[config.mk]
export PLATFORM = sky130hd
export DESIGN_NAME = uart_tx_arbiter
export DESIGN_NICKNAME = d
export VERILOG_FILES = /design/src/rtl/usb_proxy_pkg.sv /design/src/rtl/uart_tx_arbiter_rr.sv /design/src/rtl/uart_tx_arbiter.sv
export SDC_FILE = /design/constraint.sdc
export NUM_CORES = 1
export LEC_CHECK = 0
export ABC_AREA = 1
export BUFFER_PORTS_ARGS = -buffer_cell sky130_fd_sc_hd__buf_4
export CAP_MARGIN = 20
export CORE_MARGIN = 4
export CORE_UTILIZATION = 45
export DETAILED_ROUTE_END_ITERATION = 8
export GPL_TIMING_DRIVEN = 0
export PLACE_DENSITY = 0.69
export SYNTH_ARGS = -nofsm -noshare
export SYNTH_HDL_FRONTEND = slang
export SYNTH_SLANG_ARGS = --single-unit
[constraint.sdc]
create_clock -name clk -period 1.6 [get_ports clk]
set_input_delay 0.32 -clock clk [delete_from_list [all_inputs] [get_ports clk]]
set_output_delay 0.32 -clock clk [all_outputs]
set_load 0.01 [all_outputs]
[src/rtl/usb_proxy_pkg.sv]
// ============================================================================
// Module      : usb_proxy_pkg
// Description : Shared definitions for the USB proxy: arbiter FSM state
//               encoding, framing marker defaults and small helpers.
// Revision    : 1.0 - initial release
// ============================================================================
`default_nettype none

package usb_proxy_pkg;

  // Arbiter FSM state encoding (3-bit, kept stable for legacy tooling)
  localparam logic [2:0] ST_IDLE    = 3'd0;
  localparam logic [2:0] ST_SOF     = 3'd1;
  localparam logic [2:0] ST_ID      = 3'd2;
  localparam logic [2:0] ST_PAYLOAD = 3'd3;
  localparam logic [2:0] ST_ABORT   = 3'd4;

  // Frame marker defaults
  localparam logic [7:0] SOF_BYTE_DEFAULT   = 8'hA5;
  localparam logic [7:0] ABORT_BYTE_DEFAULT = 8'h5A;

  // Saturating 8-bit increment used by event counters
  function automatic logic [7:0] sat_inc8(input logic [7:0] v);
    return (v == 8'hFF) ? v : v + 8'd1;
  endfunction

endpackage

`default_nettype wire

[src/rtl/uart_tx_arbiter_rr.sv]
// ============================================================================
// Module      : rr_arbiter
// Description : Combinational round-robin selector. The search starts at
//               last_grant+1 and wraps modulo NUM_SRC; the first requester
//               found wins.
// Revision    : 1.0 - initial release
// ============================================================================
`default_nettype none

module rr_arbiter #(
  parameter int NUM_SRC = 4
) (
  input  logic [NUM_SRC-1:0]         req,
  input  logic [$clog2(NUM_SRC)-1:0] last_grant,
  output logic                       grant_valid,
  output logic [$clog2(NUM_SRC)-1:0] grant_idx
);

  localparam int GW = $clog2(NUM_SRC);

  logic [GW:0]   w_sum;
  logic [GW-1:0] w_cand;

  // Scan offsets from farthest to nearest so the nearest requester after
  // last_grant is the final (winning) assignment.
  always_comb begin
    grant_valid = 1'b0;
    grant_idx   = '0;
    w_sum       = '0;
    w_cand      = '0;
    for (int off = NUM_SRC; off >= 1; off--) begin
      w_sum = {1'b0, last_grant} + (GW+1)'(off);
      if (w_sum >= (GW+1)'(NUM_SRC)) begin
        w_sum = w_sum - (GW+1)'(NUM_SRC);
      end
      w_cand = w_sum[GW-1:0];
      if (req[w_cand]) begin
        grant_valid = 1'b1;
        grant_idx   = w_cand;
      end
    end
  end

endmodule

`default_nettype wire

[src/rtl/uart_tx_arbiter.sv]
// ============================================================================
// Module      : uart_tx_arbiter
// Description : Multiplexes packets from NUM_SRC byte-stream sources onto one
//               UART TX FIFO. Each packet is framed as SOF, source ID, payload.
//               A packet stalled mid-stream is terminated with an abort byte.
// Revision    : 1.0 - initial release
// ============================================================================
`default_nettype none

module uart_tx_arbiter
  import usb_proxy_pkg::*;
#(
  parameter int         NUM_SRC        = 4,
  parameter int         TIMEOUT_CYCLES = 65535,
  parameter logic [7:0] SOF_BYTE       = SOF_BYTE_DEFAULT,
  parameter logic [7:0] ABORT_BYTE     = ABORT_BYTE_DEFAULT
) (
  input  logic                       clk,
  input  logic                       rst_n,
  input  logic [NUM_SRC*8-1:0]       src_data,
  input  logic [NUM_SRC-1:0]         src_valid,
  input  logic [NUM_SRC-1:0]         src_last,
  output logic [NUM_SRC-1:0]         src_ready,
  output logic [7:0]                 tx_data,
  output logic                       tx_valid,
  input  logic                       tx_ready,
  output logic [$clog2(NUM_SRC)-1:0] grant_id,
  output logic                       busy,
  output logic                       timeout_err,
  output logic [7:0]                 timeout_count
);

  localparam int            GW          = $clog2(NUM_SRC);
  localparam int            SW          = $clog2(TIMEOUT_CYCLES) + 1;
  localparam logic [SW-1:0] STALL_LIMIT = SW'(TIMEOUT_CYCLES - 1);

  logic [2:0]    state_q, state_d;
  logic [7:0]    tx_data_q, tx_data_d;
  logic          tx_valid_q, tx_valid_d;
  logic [GW-1:0] grant_q, grant_d;
  logic [GW-1:0] last_grant_q, last_grant_d;
  logic [SW-1:0] stall_q, stall_d;
  logic          terr_q, terr_d;
  logic [7:0]    tcnt_q, tcnt_d;

  logic          w_out_free;
  logic          w_grant_valid;
  logic [GW-1:0] w_grant_idx;
  logic [7:0]    w_sel_data;
  logic          w_sel_valid;
  logic          w_sel_last;
  logic          w_src_hs;

  rr_arbiter #(
    .NUM_SRC (NUM_SRC)
  ) u_rr (
    .req         (src_valid),
    .last_grant  (last_grant_q),
    .grant_valid (w_grant_valid),
    .grant_idx   (w_grant_idx)
  );

  // The output register can take a new byte when empty or draining this cycle
  assign w_out_free  = !tx_valid_q || tx_ready;
  assign w_sel_data  = src_data[{grant_q, 3'b000} +: 8];
  assign w_sel_valid = src_valid[grant_q];
  assign w_sel_last  = src_last[grant_q];
  assign w_src_hs    = (state_q == ST_PAYLOAD) && w_sel_valid && w_out_free;

  // Only the granted source sees ready, and only while streaming payload
  always_comb begin
    src_ready = '0;
    if (state_q == ST_PAYLOAD) begin
      src_ready[grant_q] = w_out_free;
    end
  end

  // Framing FSM and output register next-state logic
  always_comb begin
    state_d      = state_q;
    tx_data_d    = tx_data_q;
    tx_valid_d   = tx_valid_q && !tx_ready;
    grant_d      = grant_q;
    last_grant_d = last_grant_q;
    stall_d      = stall_q;
    terr_d       = 1'b0;
    tcnt_d       = tcnt_q;
    case (state_q)
      ST_IDLE: begin
        if (w_grant_valid) begin
          grant_d = w_grant_idx;
          state_d = ST_SOF;
        end
      end
      ST_SOF: begin
        if (w_out_free) begin
          tx_data_d  = SOF_BYTE;
          tx_valid_d = 1'b1;
          state_d    = ST_ID;
        end
      end
      ST_ID: begin
        if (w_out_free) begin
          tx_data_d  = 8'(grant_q);
          tx_valid_d = 1'b1;
          stall_d    = '0;
          state_d    = ST_PAYLOAD;
        end
      end
      ST_PAYLOAD: begin
        if (w_src_hs) begin
          tx_data_d  = w_sel_data;
          tx_valid_d = 1'b1;
          stall_d    = '0;
          if (w_sel_last) begin
            last_grant_d = grant_q;
            state_d      = ST_IDLE;
          end
        end else if (stall_q == STALL_LIMIT) begin
          state_d = ST_ABORT;
        end else begin
          stall_d = stall_q + SW'(1);
        end
      end
      ST_ABORT: begin
        if (w_out_free) begin
          tx_data_d    = ABORT_BYTE;
          tx_valid_d   = 1'b1;
          terr_d       = 1'b1;
          tcnt_d       = sat_inc8(tcnt_q);
          last_grant_d = grant_q;
          state_d      = ST_IDLE;
        end
      end
      default: begin
        state_d = ST_IDLE;
      end
    endcase
  end

  // State registers; reset drops any partial frame without an abort byte
  always_ff @(posedge clk or negedge rst_n) begin
    if (!rst_n) begin
      state_q      <= ST_IDLE;
      tx_data_q    <= 8'h00;
      tx_valid_q   <= 1'b0;
      grant_q      <= '0;
      last_grant_q <= GW'(NUM_SRC - 1);
      stall_q      <= '0;
      terr_q       <= 1'b0;
      tcnt_q       <= 8'h00;
    end else begin
      state_q      <= state_d;
      tx_data_q    <= tx_data_d;
      tx_valid_q   <= tx_valid_d;
      grant_q      <= grant_d;
      last_grant_q <= last_grant_d;
      stall_q      <= stall_d;
      terr_q       <= terr_d;
      tcnt_q       <= tcnt_d;
    end
  end

  assign tx_data       = tx_data_q;
  assign tx_valid      = tx_valid_q;
  assign grant_id      = grant_q;
  assign busy          = (state_q != ST_IDLE);
  assign timeout_err   = terr_q;
  assign timeout_count = tcnt_q;

endmodule

`default_nettype wire

; ---- Yosys cells after proc, flatten, opt, wreduce, memory -nomap -nowiden
; Index checks and enable logic that the tools add are counted.
[word_totals]
reg_bits = 42
word_cells = 118
[classes]
addsub = 10
magnitude_cmp = 10
eq_ne = 15
n_shift = 1
mux = 53
bitwise = 2
reduce_logical = 19
[ops]
columns = op, count
row1 = 17-bit two-way mux, 3
row2 = 17-bit one-hot mux with 2 select lines, 1
row3 = 8-bit two-way mux, 4
row4 = 8-bit one-hot mux with 4 select lines, 1
row5 = 32-bit by 6-bit indexed part select with 8-bit output, 1
row6 = 2-bit two-way mux, 11
row7 = 3-bit two-way mux, 7
row8 = 17-bit by 1-bit adder with 17-bit output (second input constant), 1
row9 = 17-bit by 16-bit == test with 1-bit output (second input constant), 1
row10 = 2-bit by 3-bit < comparator with 1-bit output (second input constant), 5
row11 = 1-bit two-way mux, 15
row12 = 3-bit one-hot mux with 5 select lines, 1
row13 = 1-bit binary-select mux with 2-bit select, 6
row14 = 3-bit >= comparator (second input constant), 4
row15 = 2-bit inequality test (second input constant), 5
row16 = 8-bit by 1-bit adder with 8-bit output (second input constant), 1
row17 = 8-bit == test (second input constant), 1
row18 = 2-bit by 1-bit subtractor with 2-bit output (second input constant), 4
row19 = 2-bit by 2-bit adder with 3-bit output (second input constant), 2
row20 = 3-bit by 2-bit == test with 1-bit output (second input constant), 2
row21 = 3-bit inequality test (second input constant), 2
row22 = 3-bit AND reduction, 2
row23 = 6-bit AND reduction, 1
row24 = 5-bit AND reduction, 1
row25 = 23 further kinds, 28

; ---- Logic depth before layout (Yosys ltp)
[depth]
ltp_word = 11
ltp_mapped = 13
depth_no_buf = 12

; ---- Cells and area by module
; A second synthesis with hierarchy kept.
[hier_totals]
hier_cells = 421
hier_area_um2 = 3044.2
[by_module_without_submodules]
columns = module, instances, cells_per_inst, area_each_um2
row1 = uart_tx_arbiter, 1, 370, 2797.7
row2 = rr_arbiter, 1, 51, 246.5

; ---- Least setup slack after synthesis
; No wires, ideal clock.
[synth_timing]
kind = register to register
from = reg tcnt_q[1] (netlist: timeout_count[1])
to = reg tcnt_q[1] (netlist: timeout_count[1])
setup_time_ns = 0.125
arrival_ns = 1.370
setup_slack_ns = 0.106
path_stages_with_launch = 7
path_cell_list = dfrtp_1 > ha_1 > inv_1 > nor2_1 > nand4_1 > nand2_2 > mux2_2
[synth_via]
elab_chain_len = 3
elab_cells_between_ends = 4
cone_classes = add/sub (1) / eq/ne (1) / bitwise (1) / reduce/logical (1)
[synth_lines]
columns = item, line_no
row1 = start: declaration, uart_tx_arbiter.sv:44  ; logic [7:0] tcnt_q, tcnt_d;
row2 = start signal: assignment, uart_tx_arbiter.sv:160  ; tcnt_q <= tcnt_d;
row3 = "parallel branches: the longest is 3 deep, another holds 8-bit by 1-bit adder with 8-bit output", --
; Parallel ways; which one is timed is not known.
; A chain may end at the register's enable or synchronous reset.

; ---- Final worst setup path
[layout_timing]
from = reg state_q[1]
to = out src_ready[1]
[layout_via]
elab_chain_len = 2
[layout_lines]
columns = item, line_no
row1 = start: declaration, uart_tx_arbiter.sv:37  ; logic [2:0] state_q, state_d;
row2 = start signal: assignment, uart_tx_arbiter.sv:153  ; state_q <= state_d;
row3 = 3-bit by 2-bit == test with 1-bit output, uart_tx_arbiter.sv:73  ; if (state_q == ST_PAYLOAD) begin
row4 = 4-bit two-way mux, uart_tx_arbiter.sv:73
row5 = end: declaration, uart_tx_arbiter.sv:23  ; output logic [NUM_SRC-1:0] src_ready,
; No other way between the ends.

==> reports/results.ini <==
[status]
outcome = complete, but fails checks
violations = hold timing, setup timing

[setup_path]
worstSetupEndpointType = primary output
crit_chain = inv_2 -> nor2_4 -> nand2_2 -> nor2_4 -> inv_2 -> nor3_2 -> buf_4
crit_slowest_cell = dfrtp_1
reg2reg_setup_slack_ns = -0.01
slowest_delay_ns = 0.39
required_ns = 1.28
cp.arrival_ns = 1.37
reg2reg_to = state_q[0]
critPathLaunchType = flip-flop
reg2reg_depth = 11
path_class = reg -> out
critPathMaxFanout = 4
rr_startpoint = state_q[1]

[global_routing]
grt_overflow = 0
grtUsageTotal_pct = 19.90
antenna_found_initial = 0
grt_pass1_vias = 2744
grt_max_degree = 43
grt_pass1_wl_um = 12320

[route]
dr.pass1.iters = 4
vias_per_cell = 5.099
postRouteAntennaNets = 0
drt-initial-drc-count = 119
routed_wl_um = 7584
vias = 2983
drc_errors = 0
routedWlPerCell_um = 12.96

[timing]
hold_viol_final = 2
hold_ws_ns = -0.0002219
final-max-slew-violation-count = 0
fin_ws_ns = -0.09321
skew_ns = 0.006412
fin_crit_ns = 1.693
rsz0062_at_grt = yes
worst_pin_slew_ns = 0.5274
finalCritPeriodShare_pct = 105.8
fmax_ghz = 0.5906
setup_viol = 7
max-slew-margin-rel_pct = 64.84

[hold_path]
hold_class = in -> async

[pwr]
finalPower_mw = 5.586
switchingPower_mw = 2.520
p_leak_nw = 1.881
p_clk_share_pct = 11.9
p_int_mw = 3.065
seqPwrFrac_pct = 26.9
combPwrFrac_pct = 61.2
vdd_drop_max_uv = 1268
powerDensity_nw_per_um2 = 1455
swShare_pct = 45.12

[placement]
dp.cells = 554
gp_congestion = 0.8665
io_buffers = 67
dp_hpwl_um = 5449

[floorplanning]
rows = 28
io_pins = 68
die-area_um2 = 7671
die_y_um = 87.59
initial_core_util_pct = 47.30
die_x_um = 87.59
core_um2 = 6026

[cells_and_area]
drive_above_1_share_pct = 31.76
area_growth_syn_to_layout_pct = 34.72
fillers = 558
instances_no_fill = 585
final_common_cell = nand2_1
final_nets = 555
multi_input_area_um2 = 1677
num_antenna_cells = 0
regArea_um2 = 1055
layout_common_cells = nand2_1 (153), buf_4 (88), dfrtp_1 (39)

[clock_network]
cts_made_buffers = 5
root_buffer = clkbuf_8
clockBufferDepth = 2
ctsHoldBuffers = 0
clk_latency_ns = 0.29
cts_htree_levels = 2
numClockSinks = 42
clk_pin_slew_worst_paths_ns = 0.08
cts_tree = built

[flow_run]
drv_cap = 0

[synthesis]
syn_nets = 458
syn_inst = 412
ys_seq_area_share_pct = 36.96
syn-mean-instance-area_um2 = 6.918
syn_area_um2 = 2850
synth_seq_cells = 42
yosys_warnings = 0
synthDistinctLibCells = 32

how the worst max path moves through the flow:
stage | from | endpoint | depth (start not counted) | slack [ns]
after floorplan | timeout_count[1] | timeout_count[1] | 6 | 0.11
after global placement | grant_id[1] | state_q[1] | 10 | -0.05
after detailed placement | grant_id[1] | state_q[0] | 10 | -0.06
after CTS | state_q[1] | src_ready[0] | 7 | -0.15
after global routing | state_q[1] | src_ready[2] | 7 | -0.15
final | state_q[1] | src_ready[1] | 7 | -0.09
repair_timing:
item / 4_1_cts / 5_1_grt
cloned: 0 / 1
setup buffers: 9 / 14
setup endpoints to repair: 28 / 44
resized for setup: 12 / 37
pin swaps: 5 / 16
registers in the layout, summed over array words and instances, names as in the netlist:
name and cells:
timeout_err 1, tx_data 8, state_q 3, last_grant_q 2
tx_valid 1, stall_q 17, timeout_count 8, grant_id 2
critical path: cells and delay by family (launching register included):
| kind | cells | cell delay [ns] |
|---|---|---|
| and+or+nand+nor | 4 | 0.41 |
| DFF | 1 | 0.39 |
| buffers and inverters | 3 | 0.29 |
area by class of cell:
cell class,instances,area share [%]
multi-input cells,322,43.66
flip-flops and latches,42,27.47
repair buffers,90,17.99
inverters,38,3.845
plain buffers,10,2.509
well taps,75,2.444
clock buffers,8,2.085
logic make-up (layout without fill, tap and decap cells):
| family | Yosys count | count (layout) | share of synthesized area, % |
|---|---|---|---|
| adder cells (fa/ha/maj) | 3 | 3 | 1.317 |
| XOR/XNOR | 13 | 13 | 3.995 |
| AO/OA/AOI/OAI | 34 | 34 | 6.497 |
| buffers and inverters | 48 | 146 | 7.814 |
| flip-flops | 42 | 42 | 36.96 |
| AND/OR/NAND/NOR | 270 | 270 | 42.63 |
| multiplexers | 2 | 2 | 0.7901 |
per-stage QoR:
stage	setup TNS, ns	hold slack (ns)	cell area (um^2)	setup slack [ns]	util, %
after global placement	-0.3104	0.3412	3447	-0.04917	57.21
after CTS	-0.9715	0.02364	3630	-0.1471	60.24
final	-0.3677	-0.0002219	3840	-0.09321	63.73
after detailed placement	-0.5084	0.3419	3447	-0.06472	57.21
after floorplan	0	0.02441	2850	0.1055	-
after global routing	-3.039	0.04684	3840	-0.1546	63.73
layer usage:
metal,GRT usage (%),wire (um)
met1,25.12,3320
met2,35.48,3960
met3,3.010,232
met4,5.160,71
met5,0,0
power by group through the flow:
| stage | sequential [mW] | combinational [mW] | clock [mW] |
|---|---|---|---|
| after floorplan | 1.54 | 1.91 | 0 |
| after global placement | 1.51 | 2.75 | 0 |
| after detailed placement | 1.52 | 2.80 | 0 |
| after CTS | 1.49 | 2.98 | 0.675 |
| after global routing | 1.54 | 3.81 | 0.719 |
| final | 1.50 | 3.42 | 0.662 |
synth_stat cells:
master / n / area share [%]
xor2_1: 7 / 2.2
or2_2: 3 / 0.66
ha_1: 3 / 1.3
o211ai_1: 2 / 0.53
o21ai_1: 17 / 3.0
xnor2_1: 6 / 1.8
dfstp_2: 2 / 1.8
clkinv_1: 1 / 0.13
and2_1: 1 / 0.22
nand2_1: 158 / 21
nand3b_1: 2 / 0.53
nor3_1: 3 / 0.53
nand3_1: 25 / 4.4
nor3_4: 1 / 0.57
inv_1: 32 / 4.2
buf_6: 4 / 1.6
nor2_4: 3 / 1.2
a21oi_1: 3 / 0.53
buf_2: 4 / 0.70
nand2_2: 6 / 1.3
inv_2: 5 / 0.66
nor2_2: 6 / 1.3
buf_4: 2 / 0.53
o21bai_1: 1 / 0.26
a31oi_1: 6 / 1.3
o21ai_0: 5 / 0.88
nand4_1: 20 / 4.4
dfrtp_1: 40 / 35
mux2_2: 2 / 0.79
nand2_4: 2 / 0.79
nor2_1: 37 / 4.9
nand3_2: 3 / 1.1
(Power assumes the default switching activity.)
